<file path="src/rtl/mapache64_pkg.sv">
// Shared Mapache64 VRAM types, region base addresses and the fill-DMA state encoding.
package mapache64;

    localparam int unsigned ADDR_W = 12;
    localparam int unsigned DATA_W = 8;

    typedef logic [ADDR_W-1:0] vram_address_t;
    typedef logic [DATA_W-1:0] data_t;

    localparam vram_address_t PMB  = 12'h200;
    localparam vram_address_t NTBL = 12'h400;

    typedef enum logic [1:0] {
        IDLE    = 2'd0,
        WAIT_VB = 2'd1,
        WRITE   = 2'd2,
        DONE    = 2'd3
    } fill_state_t;

endpackage

</file>
<file path="src/rtl/vram_fill_dma.sv">
// Vblank-gated VRAM fill engine sharing the VRAM write port with the CPU.
// The CPU always wins the port; the DMA simply holds on CPU write cycles.
module vram_fill_dma
    import mapache64::*;
#(
    parameter int unsigned LEN_W = 11
) (
    input  logic                cpu_clk,
    input  logic                rst,
    input  logic                vblank_i,
    input  vram_address_t       cfg_dest_i,
    input  logic [LEN_W-1:0]    cfg_len_i,
    input  data_t               cfg_data_i,
    input  logic                cfg_incr_i,
    input  logic                start_i,
    input  logic                abort_i,
    input  logic                cpu_wen_i,
    input  vram_address_t       cpu_address_i,
    input  data_t               cpu_wdata_i,
    output logic                vram_wen_o,
    output vram_address_t       vram_address_o,
    output data_t               vram_wdata_o,
    output logic                busy_o,
    output logic                done_o,
    output logic                cpu_stall_o
);

    fill_state_t       state;
    fill_state_t       state_next;
    vram_address_t     dest_q;
    data_t             data_q;
    logic [LEN_W-1:0]  len_q;
    logic              incr_q;
    logic              dma_fire_c;
    logic              start_ok_c;

    assign start_ok_c  = (state == IDLE) && start_i;
    assign cpu_stall_o = 1'b0;

    // State register
    always_ff @(posedge cpu_clk) begin
        if (rst) begin
            state <= IDLE;
        end else begin
            state <= state_next;
        end
    end

    // Next-state logic; abort outranks everything once the transfer is active
    always_comb begin
        state_next = state;
        case (state)
            IDLE: begin
                if (start_i) begin
                    state_next = (cfg_len_i != '0) ? WAIT_VB : DONE;
                end
            end
            WAIT_VB: begin
                if (abort_i) begin
                    state_next = IDLE;
                end else if (vblank_i) begin
                    state_next = WRITE;
                end
            end
            WRITE: begin
                if (abort_i) begin
                    state_next = IDLE;
                end else if (!vblank_i) begin
                    state_next = WAIT_VB;
                end else if (!cpu_wen_i && (len_q == LEN_W'(1))) begin
                    state_next = DONE;
                end
            end
            DONE: begin
                state_next = IDLE;
            end
            default: begin
                state_next = IDLE;
            end
        endcase
    end

    // Status decode and CPU-priority write mux; reset blocks the DMA but not the CPU
    always_comb begin
        busy_o         = 1'b0;
        done_o         = 1'b0;
        dma_fire_c     = 1'b0;
        vram_wen_o     = cpu_wen_i;
        vram_address_o = cpu_address_i;
        vram_wdata_o   = cpu_wdata_i;
        case (state)
            WAIT_VB: begin
                busy_o = 1'b1;
            end
            WRITE: begin
                busy_o     = 1'b1;
                dma_fire_c = vblank_i && !cpu_wen_i && !abort_i && !rst;
            end
            DONE: begin
                done_o = 1'b1;
            end
            default: begin
            end
        endcase
        if (dma_fire_c) begin
            vram_wen_o     = 1'b1;
            vram_address_o = dest_q;
            vram_wdata_o   = data_q;
        end
    end

    // Transfer descriptor: latched on accepted start, advanced per DMA write
    always_ff @(posedge cpu_clk) begin
        if (rst) begin
            dest_q <= '0;
            data_q <= '0;
            len_q  <= '0;
            incr_q <= 1'b0;
        end else if (start_ok_c && (cfg_len_i != '0)) begin
            dest_q <= cfg_dest_i;
            data_q <= cfg_data_i;
            len_q  <= cfg_len_i;
            incr_q <= cfg_incr_i;
        end else if (dma_fire_c) begin
            dest_q <= dest_q + ADDR_W'(1);
            data_q <= data_q + DATA_W'(incr_q);
            len_q  <= len_q - LEN_W'(1);
        end
    end

endmodule

</file>
<file path="config.mk">
export PLATFORM = sky130hd
export DESIGN_NAME = vram_fill_dma
export DESIGN_NICKNAME = d
export VERILOG_FILES = /design/src/rtl/mapache64_pkg.sv /design/src/rtl/vram_fill_dma.sv
export SDC_FILE = /design/constraint.sdc
export NUM_CORES = 1
export LEC_CHECK = 0
export ABC_CLOCK_PERIOD_IN_PS = 2680
export CELL_PAD_IN_SITES_DETAIL_PLACEMENT = 1
export CELL_PAD_IN_SITES_GLOBAL_PLACEMENT = 1
export CORE_MARGIN = 2
export CORE_UTILIZATION = 33
export DETAILED_ROUTE_END_ITERATION = 8
export HOLD_SLACK_MARGIN = 0.15
export PLACE_DENSITY_LB_ADDON = 0.1
export SYNTH_ARGS = -nofsm -noshare
export SYNTH_HDL_FRONTEND = slang
export SYNTH_SLANG_ARGS = --single-unit
</file>
<file path="constraint.sdc">
create_clock -name cpu_clk -period 2.68 [get_ports cpu_clk]
set_clock_uncertainty 0.2 [all_clocks]
set_input_delay 0.536 -clock cpu_clk [delete_from_list [all_inputs] [get_ports cpu_clk]]
set_output_delay 0.536 -clock cpu_clk [all_outputs]
set_load 0.01 [all_outputs]
</file>
==> results.json <==
{
  "fin_cells": 433,
  "power_frac_comb": 0.277,
  "period_minus_slack_ns": 2.601,
  "fillers": 794,
  "die_y_um": 87.37,
  "htree_levels": 2,
  "crit_required_ns": 1.94,
  "cp_top_family": "buffers and inverters",
  "timing.final.crit_share": 0.9703,
  "timing.rr.end": "data_q[7]",
  "post-dp-hpwl_mm": 4.942,
  "seqPwrFrac": 0.438,
  "setup_violations": 0,
  "yosys_warnings": 0,
  "grt_overflow": 0,
  "peakVddDrop_mv": 0.1673,
  "cpPeakStageDelay_ns": 0.34,
  "fin_nets": 420,
  "grt_usage": 0.1982,
  "clk_pin_slew_ns": 0.07,
  "wl_met1_mm": 3.429,
  "total_power_w": 0.001429,
  "ios": 82,
  "cp-start-kind": "register",
  "yosysUniqueCellTypes": 49,
  "avgSynthCellArea_um2": 8.855,
  "core_area_um2": 6756,
  "cp.arrival_ns": 1.86,
  "via_per_inst": 5.266,
  "cp_cell_sequence": "inv_2 -> ha_4 -> and3b_2 -> nand2_4 -> buf_6 -> buf_12 -> mux2_2 -> buf_2",
  "synth_fp_nets": 327,
  "grt_pass1_vias": 2398,
  "async_flop_share": 0,
  "cts_inserted_buffers": 5,
  "syn2layout_area_growth_pct": 52.48,
  "synth-seq-cells": 34,
  "hold_buffers": 0,
  "wl_per_cell_um": 16.68,
  "hold_path_end": "dest_q[11]",
  "ys_top_cells_by_area": "dfxtp_1, mux2_2, xor2_1",
  "die_w_um": 87.37,
  "die_area_um2": 7633,
  "grt_pass1_wl_mm": 11.97,
  "start_util": 0.3394,
  "drtIter0Drc": 93,
  "antenna_found_initial": 0,
  "totalNegativeSetupSlack_ns": 0,
  "yosysTopAreaCell": "dfxtp_1",
  "portBuffers": 80,
  "setup.worst_path.class": "reg2out",
  "maxCapViolations": 0,
  "p_per_area_nw_per_um2": 408.6,
  "p_int_w": 0.0009951,
  "synth-edff-count": 0,
  "swShare": 0.3035,
  "drv_slew": 0,
  "route.met2.wl_mm": 3.372,
  "hp-start": "dest_q[11]",
  "num_rows": 30,
  "clock_path_buffers": 2,
  "slowest_stage": "dfxtp_2",
  "wl_met3_um": 351,
  "syn_area_um2": 2293,
  "gp_congestion": 0.8041,
  "crit_path_end_kind": "output pin",
  "synth_most_common_cell": "dfxtp_1",
  "ys.flop_type": "dfxtp_1",
  "status": "finished, final reports clean",
  "via_count": 2280,
  "routed.top_layer": "met4",
  "drc_errors": 0,
  "power_switching_w": 0.0004337,
  "hold_depth": 2,
  "rsz0062_at_grt": "false",
  "num_antenna_cells": 0,
  "antenna_left": 0,
  "synth_common_cells": "dfxtp_1, nor2_1, a211oi_1, mux2_2, xor2_1",
  "yosys.area.top_type_share": 0.2968,
  "tritoncts": "yes",
  "path_buf_inv": 4,
  "p_clk_frac": 0.285,
  "max_freq_mhz": 384.5,
  "holdWs_ns": 0.3342,
  "ys_seq_area_frac": 0.2968,
  "ff2ff_path_depth": 8,
  "layout-drive-gt1-share": 0.2521,
  "p_leak_nw": 1.385,
  "syn_inst": 259,
  "drt_pass1_iterations": 4,
  "cp_max_fo": 6,
  "regToRegSetupSlack_ns": 0.66,
  "grt_max_degree": 44,
  "cts_root_buf": "clkbuf_8",
  "hold_viol_final": 0,
  "clkSinkCount": 34,
  "routed_wl_mm": 7.222,
  "clk_latency_ns": 0.29,
  "r2r_start": "state[0]",
  "dp.cells": 419,
  "min_path_type": "reg2reg"
}
[cells by family after synthesis]
kind of cell             count (synthesis)  share of synthesized area
XOR/XNOR                                24                    0.09165
multiplexers                            21                     0.1026
other                                    1                   0.001635
flip-flops                              34                     0.2968
buffers and inverters                   24                    0.04965
AO/OA/AOI/OAI                           47                     0.1555
AND/OR/NAND/NOR                         98                     0.2477
adder cells (fa/ha/maj)                 10                    0.05456
[stage by stage]
stage,setup WS (ns),area (um^2),utilization
final,0.07947,3497,0.5176
after detailed placement,-0.4059,3271,0.4841
after CTS,0.004179,3477,0.5146
after global placement,-0.3610,3271,0.4841
after floorplan,0.2907,2293,-
after global routing,0.02789,3497,0.5176
[timing repair]
| item | in CTS | in global routing |
|---|---|---|
| pin swaps | 3 | 1 |
| gates resized for setup | 108 | 11 |
| endpoints found under the setup margin | 21 | 9 |
| setup buffers | 5 | 0 |
| cloned | 3 | 0 |
[routing by layer]
layer	track usage	vias up
met2	0.3278	50
met3	0.04171	5
met1	0.2619	1089
met5	0	-
li1	-	1136
met4	0.05035	0
[cell type report]
type	instances	area, um^2	share of cell area
clock inverters	1	5.005	0.001431
inverters	6	22.52	0.006440
clock buffers	7	86.33	0.02469
multi-input cells	201	1560	0.4462
repair buffers	104	1040	0.2973
well taps	80	100.1	0.02862
flip-flops and latches	34	683.2	0.1953
[how the worst max path moves through the flow]
stage                         to  slack, ns  depth (start not counted)     start
4_1_cts        vram_address_o[9]      0.004                          8  state[0]
2_1_floorplan  vram_address_o[0]       0.29                          7  state[0]
5_1_grt          vram_wdata_o[2]       0.03                          8  state[0]
3_3_place_gp     vram_wdata_o[1]      -0.36                          6   abort_i
6_report         vram_wdata_o[2]       0.08                          8  state[0]
3_5_place_dp     vram_wdata_o[5]      -0.41                          6   abort_i
[tightest hold or removal path: stages, from the launching register on]
cell and delay, ns:
dfxtp_1 0.33, o21ai_0 0.07, a311oi_1 0.09
[placed cells by master, fill, tap and decap left out, types with 2 or more instances in the layout]
cell type and count:
or3_1 3, xnor2_1 4, nand3_1 11, nor4_2 3
a311oi_1 6, dlygate4sd2_1 3, o21ai_0 3, nand2b_1 2
buf_4 18, inv_1 5, dfxtp_2 2, nand4_1 10
and2_1 3, nand2_1 11, nor3_1 4, xor2_1 20
nor2_1 32, a211oi_1 23, ha_1 9, mux2_4 10
buf_6 14, nand3b_1 2, buf_12 3, a21oi_1 4
buf_2 8, clkbuf_8 6, dfxtp_1 32, and3_1 2
mux2_2 10, clkdlybuf4s50_1 56, a31o_2 2, nor3b_1 2
nand4b_1 2
[registers in the layout, indices dropped and copies added, names as in the netlist]
register	count
data_q	8
dest_q	12
state	2
incr_q	1
len_q	11
[power groups by stage]
stage / combinational, W / clock [W] / sequential, W
3_5_place_dp: 0.000389 / 0 / 0.000635
5_1_grt: 0.000437 / 0.000438 / 0.000635
4_1_cts: 0.000391 / 0.000415 / 0.000626
2_1_floorplan: 0.000207 / 0 / 0.000617
3_3_place_gp: 0.000383 / 0 / 0.000633
6_report: 0.000396 / 0.000407 / 0.000625
No activity file was read; power rests on OpenSTA's default activity.
